**src/rtl/uart_tx_arbiter.sv**
```systemverilog
// uart_tx_arbiter: round-robin, message-atomic sharing of one UART TX FIFO among N_REQ byte streams
module uart_tx_arbiter #(
    parameter int N_REQ   = 3,
    parameter int TIMEOUT = 1024
) (
    input  logic               clk,
    input  logic               rstn,
    input  logic [N_REQ-1:0]   req_valid,
    input  logic [8*N_REQ-1:0] req_data,
    input  logic [N_REQ-1:0]   req_last,
    output logic [N_REQ-1:0]   req_ready,
    output logic               send_req,
    output logic [7:0]         send_data,
    input  logic               txq_full,
    output logic               busy,
    output logic [2:0]         grant_id,
    output logic               timeout_pulse
);
    localparam int CW = (TIMEOUT > 0) ? $clog2(TIMEOUT + 1) : 1;
    typedef enum logic {IDLE, LOCK} state_t;
    state_t        state_q, state_d;
    logic [2:0]    owner_q, owner_d, last_q, last_d, pick;
    logic [CW-1:0] cnt_q, cnt_d, cnt_inc;
    logic          tp_q, tp_d;
    logic          lock, own_valid, own_last, stall, done, expire, found;
    logic [7:0]    own_data;
    assign lock = state_q == LOCK;
    // owner mux plus rotating scan starting just after the previous owner
    always_comb begin
        own_valid = 1'b0;
        own_last  = 1'b0;
        own_data  = 8'h00;
        req_ready = '0;
        for (int i = 0; i < N_REQ; i++) begin
            if (owner_q == 3'(i)) begin
                own_valid    = req_valid[i];
                own_last     = req_last[i];
                own_data     = req_data[8*i +: 8];
                req_ready[i] = lock & ~txq_full;
            end
        end
        pick  = last_q;
        found = 1'b0;
        for (int k = 1; k <= N_REQ; k++) begin
            for (int i = 0; i < N_REQ; i++) begin
                if (!found && req_valid[i] && i == (int'(last_q) + k) % N_REQ) begin
                    pick  = 3'(i);
                    found = 1'b1;
                end
            end
        end
    end
    assign send_req  = lock & own_valid & ~txq_full;
    assign send_data = send_req ? own_data : 8'h00;
    assign done      = send_req & own_last;
    assign stall     = lock & ~own_valid;
    assign cnt_inc   = cnt_q + 1'b1;
    assign expire    = (TIMEOUT > 0) && stall && (cnt_inc == CW'(TIMEOUT));
    always_comb begin
        state_d = !lock ? (found ? LOCK : IDLE) : (done || expire) ? IDLE : LOCK;
        owner_d = (!lock && found) ? pick : owner_q;
        last_d  = (lock && (done || expire)) ? owner_q : last_q;
        cnt_d   = ((TIMEOUT > 0) && stall && !expire) ? cnt_inc : '0;
        tp_d    = expire;
    end
    always_ff @(posedge clk or negedge rstn) begin
        if (!rstn) begin
            state_q <= IDLE;
            owner_q <= 3'd0;
            last_q  <= 3'(N_REQ - 1);
            cnt_q   <= '0;
            tp_q    <= 1'b0;
        end else begin
            state_q <= state_d;
            owner_q <= owner_d;
            last_q  <= last_d;
            cnt_q   <= cnt_d;
            tp_q    <= tp_d;
        end
    end
    assign busy          = lock;
    assign grant_id      = owner_q;
    assign timeout_pulse = tp_q;
endmodule

```
**config.mk**
```make
export PLATFORM = sky130hd
export DESIGN_NAME = uart_tx_arbiter
export DESIGN_NICKNAME = d
export VERILOG_FILES = /design/src/rtl/uart_tx_arbiter.sv
export SDC_FILE = /design/constraint.sdc
export NUM_CORES = 1
export LEC_CHECK = 0
export ABC_AREA = 1
export CORE_UTILIZATION = 50
export DETAILED_ROUTE_END_ITERATION = 10
export PLACE_DENSITY = 0.88
export SYNTH_ARGS = -nofsm -noshare
export SYNTH_HDL_FRONTEND = slang
export SYNTH_SLANG_ARGS = --single-unit
export TNS_END_PERCENT = 50
```
**constraint.sdc**
```tcl
create_clock -name clk -period 4.3 [get_ports clk]
set_input_delay 1.075 -clock clk [delete_from_list [all_inputs] [get_ports clk]]
set_output_delay 1.075 -clock clk [all_outputs]
set_load 0.05 [all_outputs]
```
==> results of run 1 <==
per-layer routing:
metal | vias up | wire, um | GRT usage, %
li1 | 1458 | - | -
met1 | 1330 | 2810 | 32.2
met2 | 110 | 3400 | 46.9
met3 | 17 | 464 | 3.61
met4 | 0 | 161 | 8.60
met5 | - | 0 | 0
state kept, by name, summed over array words and instances (netlist names):
name	flops
busy	1
cnt_q	11
grant_id	3
last_q	3
timeout_pulse	1
kinds of logic (layout without fill, tap and decap cells):
logic type | after synthesis | after routing | synth area share, %
adders and majority gates | 22 | 22 | 10.4
xor gates and xnor gates | 10 | 10 | 3.31
and+or+nand+nor | 229 | 229 | 43.2
AOI/OAI and AO/OA | 57 | 57 | 13.7
DFF | 19 | 19 | 18.0
buffers and inverters | 76 | 134 | 11.3
through the flow:
step                      cell area (um^2)  worst slack (ns)
after global routing                  3410           -0.0273
after global placement                3330             0.485
after detailed placement              3330             0.310
after floorplan                       2650             0.103
final                                 3410             0.284
after CTS                             3370             0.246
critical path, delay by kind of cell, from the launching register on:
kind,cells,cell delay (ns)
fa+ha+maj,4,0.92
simple gates,14,1.34
flops,1,0.58
compound gates,5,0.70
buf+inv,3,0.36
area by class of cell:
type	instances	area share (%)
Inverter	73	8.10
Multi-Input combinational cell	318	55.3
Sequential cell	19	14.0
Tap cell	70	2.57
Timing Repair Buffer	57	18.8
Clock buffer	4	1.32
final timing paths:
| check | start | end | slack, ns | depth (start not counted) |
|---|---|---|---|---|
| max | last_q[1]$_DFFE_PN1P_ | grant_id[0]$_DFFE_PN0P_ | 0.28 | 26 |
| min | cnt_q[0]$_DFF_PN0_ | cnt_q[0]$_DFF_PN0_ | 0.47 | 1 |
| max reg2reg | last_q[1]$_DFFE_PN1P_ | grant_id[0]$_DFFE_PN0P_ | 0.28 | 26 |
| min reg2reg | cnt_q[0]$_DFF_PN0_ | cnt_q[0]$_DFF_PN0_ | 0.47 | 1 |
| max in group asynchronous | rstn | last_q[2]$_DFFE_PN0P_ | 2.45 | 1 |
| min in group asynchronous | rstn | cnt_q[8]$_DFF_PN0_ | 1.29 | 1 |
cell usage in the layout (no fill, tap or decap), drive strengths merged:
cell / Yosys / routed
xnor2: 1 / 1
xor2: 9 / 9
nor2: 61 / 61
dfstp: 1 / 1
o31ai: 1 / 1
inv: 72 / 72
a21oi: 16 / 16
nor3: 9 / 9
clkinv: 1 / 1
clkbuf: 1 / 4
o41ai: 1 / 1
a221oi: 9 / 9
a21boi: 1 / 1
o2bb2ai: 1 / 1
and2: 1 / 1
ha: 22 / 22
nand4: 8 / 8
dfrtp: 18 / 18
nand2: 103 / 103
o21a: 1 / 1
clkdlybuf4s50: 0 / 40
nand3b: 3 / 3
o21ai: 26 / 26
nand3: 41 / 41
nor3b: 3 / 3
buf: 2 / 17
o211ai: 1 / 1
what timing repair did:
| item | CTS | global route |
|---|---|---|
| gates resized for setup | 0 | 5 |
| buffers inserted | 0 | 3 |
| setup endpoints to repair | 0 | 4 |
==> impl_summary.log, run 1 <==
INFO  metric synth.yosys.seq_area_share = 18.0%
INFO  metric post-synth-top-count-cell = sky130_fd_sc_hd__nand2_1
INFO  metric vias = 2915
INFO  metric synth.lib_cells_used.distinct = 40
INFO  metric yosys_register_bits = 19
INFO  metric clockBufferDepth = 2
INFO  metric asyncSetResetFlopFracSynth = 100%
INFO  metric port_buffers = 49
INFO  metric multi_input_comb_area = 1890 um^2
INFO  metric synth.top_cell.area_share = 17.0%
INFO  metric worst_ep_required_time = 4.45 ns
INFO  metric start_util = 51.8%
INFO  metric report.final.slew_viol_count = 0
INFO  metric cp_max_fo = 5
INFO  metric die_area = 5580 um^2
INFO  metric transition_time_of_the_tightest_slew_check_pin = 0.816 ns
INFO  metric min-delay-path-class = reg2reg
INFO  metric max_stage_delay = 0.58 ns
INFO  metric routability_congestion_estimate = 0.947
INFO  metric setup_tns = 0 ns
INFO  metric clk-insertion-delay-late = 0.25 ns
INFO  metric clock_sinks = 19
INFO  metric drtIter0Drc = 170
INFO  metric detail_route.wl_per_cell = 12.6 um
INFO  metric post_synth_instance_area = 2650 um^2
INFO  metric tritoncts = done
INFO  metric worst_setup_sp_type = flop
INFO  metric fin_crit = 4.02 ns
INFO  metric hold_buffers = 0
INFO  metric final_cell_count_no_fill = 541
INFO  metric detailedRoute.firstPassIterationCount = 5
INFO  metric max_cap_violations = 0
INFO  metric grt_pass1_wl = 11.6 mm
INFO  metric timing.setup.critical_path_class = reg2reg
INFO  metric period_share = 93.4%
INFO  metric dp_hpwl = 5.51 mm
INFO  metric grt_antenna_before_repair = 0
INFO  metric die-width = 74.7 um
INFO  metric place_inst = 534
INFO  metric global_route_total_usage_across_every_layer = 26.2%
INFO  metric finalHoldViolCount = 0
INFO  metric num_antenna_cells = 0
INFO  metric worst_ep_arrival_time = 4.16 ns
INFO  metric grt_pass1_vias = 2709
INFO  metric final-seq-area = 478 um^2
INFO  metric clock_tree.root_cell = sky130_fd_sc_hd__clkbuf_8
INFO  metric htreeDepth = 1
INFO  metric timing.critical_path.mode_cell = sky130_fd_sc_hd__nand2_1
INFO  metric cts-buffers-inserted = 3
INFO  metric post_synth_edffs = 0
INFO  metric finalHoldWorstSlack = 0.471 ns
INFO  metric synthFlopType = sky130_fd_sc_hd__dfrtp_1
INFO  metric setup-violations-final = 0
INFO  metric drc = 0
INFO  metric cpMaxStageDelayCell = sky130_fd_sc_hd__dfstp_2
INFO  metric postRouteWirelength = 6.83 mm
INFO  metric ys_top_cells_by_area = sky130_fd_sc_hd__dfrtp_1 17%, sky130_fd_sc_hd__nand2_1 11%, sky130_fd_sc_hd__ha_1 10%
INFO  metric synthesis.nets = 468
INFO  metric ant_nets = 0
INFO  metric status = completed
INFO  metric syn-mean-instance-area = 6.40 um^2
INFO  metric post-route-util = 66.9%
INFO  metric detail_route.vias_per_cell = 5.39
INFO  metric timing.critical_path.to_type = flop
INFO  metric fillers = 420
INFO  metric clkTransAtPathRegs = 0.07 ns
INFO  metric design.final.nets = 527
INFO  metric finalClockSkew = 0.00250 ns
INFO  metric areaGrowthSynthToFinish = 29.1%
INFO  metric synthCells = 413
INFO  metric grt_overflow_total = 0
INFO  metric timing.max_slew.rel_slack = 45.4%
INFO  metric netlist_top_cells_count = 80 x sky130_fd_sc_hd__nand2_1, 67 x sky130_fd_sc_hd__inv_1, 54 x sky130_fd_sc_hd__nor2_1
INFO  metric row_count = 26
INFO  metric die_h = 74.7 um
INFO  metric synth_top_area_cell = sky130_fd_sc_hd__dfrtp_1
INFO  metric grt_start_max_net_pins = 20
INFO  metric num_io_pins = 50
INFO  metric fraction_of_layout_instances_using_a_drive_strength_above_1 = 15.7%
INFO  metric design.core.area = 5110 um^2
INFO  metric max_clock_freq = 0.249 GHz
INFO  metric yosysWarnings = 0
Power of run 1 is not shown: default switching activity piles up to over one toggle a cycle in this logic, so the estimate is an artifact.
==> inputs of run 2 (changes only) <==
--- a/config.mk
+++ b/config.mk
@@ -8,7 +8,8 @@
 export ABC_AREA = 1
 export CORE_UTILIZATION = 50
 export DETAILED_ROUTE_END_ITERATION = 10
-export PLACE_DENSITY = 0.88
+export DONT_BUFFER_PORTS = 1
+export PLACE_DENSITY = 0.76
 export SYNTH_ARGS = -nofsm -noshare
 export SYNTH_HDL_FRONTEND = slang
 export SYNTH_SLANG_ARGS = --single-unit
==> impl_summary.log, run 2 (synthesis results as in run 1) <==
INFO  metric status = finished, violations left
INFO  metric failed_checks = DRC
INFO  metric vias = 2704
INFO  metric global_route_total_usage_across_every_layer = 23.4%
INFO  metric clockBufferDepth = 2
INFO  metric fillers = 486
INFO  metric worst_setup_sp_type = flop
INFO  metric transition_time_of_the_tightest_slew_check_pin = 0.912 ns
INFO  metric fin_crit = 3.99 ns
INFO  metric detail_route.wl_per_cell = 12.5 um
INFO  metric report.final.slew_viol_count = 0
INFO  metric timing.max_slew.rel_slack = 39.0%
INFO  metric fraction_of_layout_instances_using_a_drive_strength_above_1 = 19.3%
INFO  metric detail_route.vias_per_cell = 5.35
INFO  metric setup-violations-final = 0
INFO  metric htreeDepth = 1
INFO  metric timing.critical_path.to_type = flop
INFO  metric timing.setup.critical_path_class = reg2reg
INFO  metric grt_pass1_vias = 2487
INFO  metric clock_tree.root_cell = sky130_fd_sc_hd__clkbuf_8
INFO  metric setup_repair_after_global_routing_missed_its_margin = no
INFO  metric grt_start_max_net_pins = 20
INFO  metric ant_nets = 0
INFO  metric final-seq-area = 477 um^2
INFO  metric clk-insertion-delay-late = 0.26 ns
INFO  metric die-width = 74.7 um
INFO  metric tritoncts = done
INFO  metric layout_commonest_cell = sky130_fd_sc_hd__nand2_1
INFO  metric max_clock_freq = 0.251 GHz
INFO  metric routability_congestion_estimate = 0.871
INFO  metric grt_antenna_before_repair = 0
INFO  metric finalClockSkew = 0.00214 ns
INFO  metric die_area = 5580 um^2
INFO  metric start_util = 51.8%
INFO  metric areaGrowthSynthToFinish = 11.8%
INFO  metric largest_register_by_flop_count = cnt_q
INFO  metric cts-buffers-inserted = 3
INFO  metric period_share = 92.7%
INFO  metric cp_max_fo = 7
INFO  metric clkTransAtPathRegs = 0.08 ns
INFO  metric postRouteWirelength = 6.30 mm
INFO  metric worst_ep_required_time = 4.45 ns
INFO  metric grt_pass1_wl = 10.3 mm
INFO  metric num_antenna_cells = 0
INFO  metric multi_input_comb_area = 1910 um^2
INFO  metric clock_sinks = 19
INFO  metric worst_ep_arrival_time = 4.14 ns
INFO  metric drtIter0Drc = 106
INFO  metric num_io_pins = 50
INFO  metric design.core.area = 5110 um^2
INFO  metric detailedRoute.firstPassIterationCount = 8
INFO  metric layout_common_cells = 79 x sky130_fd_sc_hd__nand2_1, 65 x sky130_fd_sc_hd__inv_1, 54 x sky130_fd_sc_hd__nor2_1, 36 x sky130_fd_sc_hd__nand3_1, 21 x sky130_fd_sc_hd__buf_4
INFO  metric largest_register_ffs = 11
INFO  metric hold_buffers = 0
INFO  metric setup_tns = 0 ns
INFO  metric grt_overflow_total = 0
INFO  metric finalHoldViolCount = 0
INFO  metric port_buffers = 0
INFO  metric max_cap_violations = 0
INFO  metric min-delay-path-class = reg2reg
INFO  metric design.final.nets = 491
INFO  metric row_count = 26
INFO  metric dp_hpwl = 5.02 mm
INFO  metric drc = 2
INFO  metric die_h = 74.7 um
## run 2: changes by cell type in the layout (fill, tap and decap cells not counted), sizes merged
| cell | previous run | this run |
|---|---|---|
| buf | 17 | 21 |
| clkdlybuf4s50 | 40 | 0 |
| clkinv | 1 | 2 |
| clkbuf | 4 | 3 |
## run 2: worst paths after layout
kind                                      endpoint  cells past startpoint  slack (ns)                  start
setup reg to reg           grant_id[0]$_DFFE_PN0P_                     26        0.31  last_q[1]$_DFFE_PN1P_
max in group asynchronous    last_q[1]$_DFFE_PN1P_                      0        3.62                   rstn
hold / removal                  cnt_q[0]$_DFF_PN0_                      1        0.46     cnt_q[0]$_DFF_PN0_
setup / recovery           grant_id[0]$_DFFE_PN0P_                     26        0.31  last_q[1]$_DFFE_PN1P_
hold reg to reg                 cnt_q[0]$_DFF_PN0_                      1        0.46     cnt_q[0]$_DFF_PN0_
min in group asynchronous       cnt_q[4]$_DFF_PN0_                      0        0.50                   rstn
## run 2: critical path, cell delays in order, from the launching register on
cell                       delay [ns]
sky130_fd_sc_hd__dfstp_2         0.64
sky130_fd_sc_hd__ha_4            0.19
sky130_fd_sc_hd__nand2_1         0.10
sky130_fd_sc_hd__inv_2           0.14
sky130_fd_sc_hd__nor2_2          0.07
sky130_fd_sc_hd__ha_1            0.23
sky130_fd_sc_hd__ha_2            0.21
sky130_fd_sc_hd__a21oi_2         0.22
sky130_fd_sc_hd__nand3_1         0.15
sky130_fd_sc_hd__nand2_1         0.10
sky130_fd_sc_hd__inv_1           0.06
sky130_fd_sc_hd__ha_2            0.18
sky130_fd_sc_hd__inv_1           0.15
sky130_fd_sc_hd__o21ai_0         0.11
sky130_fd_sc_hd__a21oi_1         0.19
sky130_fd_sc_hd__nand3_1         0.15
sky130_fd_sc_hd__nand2_1         0.10
sky130_fd_sc_hd__nand2_1         0.04
sky130_fd_sc_hd__nand3b_1        0.14
sky130_fd_sc_hd__nor2_1          0.12
sky130_fd_sc_hd__nand2_2         0.08
sky130_fd_sc_hd__nand2_2         0.12
sky130_fd_sc_hd__nor3b_1         0.06
sky130_fd_sc_hd__a21oi_1         0.12
sky130_fd_sc_hd__o21ai_0         0.10
sky130_fd_sc_hd__nand2_1         0.06
sky130_fd_sc_hd__nand2_1         0.05
## run 2: per-stage QoR
| step | worst slack [ns] | instance area, um^2 | std cells | utilization, % | hold slack [ns] |
|---|---|---|---|---|---|
| final | 0.314 | 2960 | 505 | 57.9 | 0.465 |
| after global routing | 0.0206 | 2960 | 505 | 57.9 | 0.489 |
| after CTS | 0.0536 | 2880 | 500 | 56.3 | 0.469 |
| after detailed placement | 0.149 | 2830 | 496 | 55.4 | 0.461 |
| after global placement | 0.341 | 2830 | 496 | 55.4 | 0.450 |
| after floorplan | 0.103 | 2650 | 413 | - | 0.433 |
## run 2: what timing repair did
action	in CTS	in global routing
gates resized for setup	0	12
setup endpoints to repair	0	4
buffers inserted	0	5
## run 2: cell type report
| type | instances | area share [%] |
|---|---|---|
| Multi-Input combinational cell | 318 | 64.7 |
| Clock buffer | 3 | 1.40 |
| Clock inverter | 1 | 0.169 |
| Sequential cell | 19 | 16.1 |
| Timing Repair Buffer | 21 | 5.33 |
| Tap cell | 70 | 2.96 |
| Inverter | 73 | 9.35 |
## run 2: routing by layer
metal  wire, um  vias up  GRT usage [%]
met3        302       11           2.81
met2       3180       94           42.7
li1           -     1389              -
met4         90        0           7.55
met1       2730     1210           28.5
met5          0        -              0
Power of run 2 is left out for the same reason.
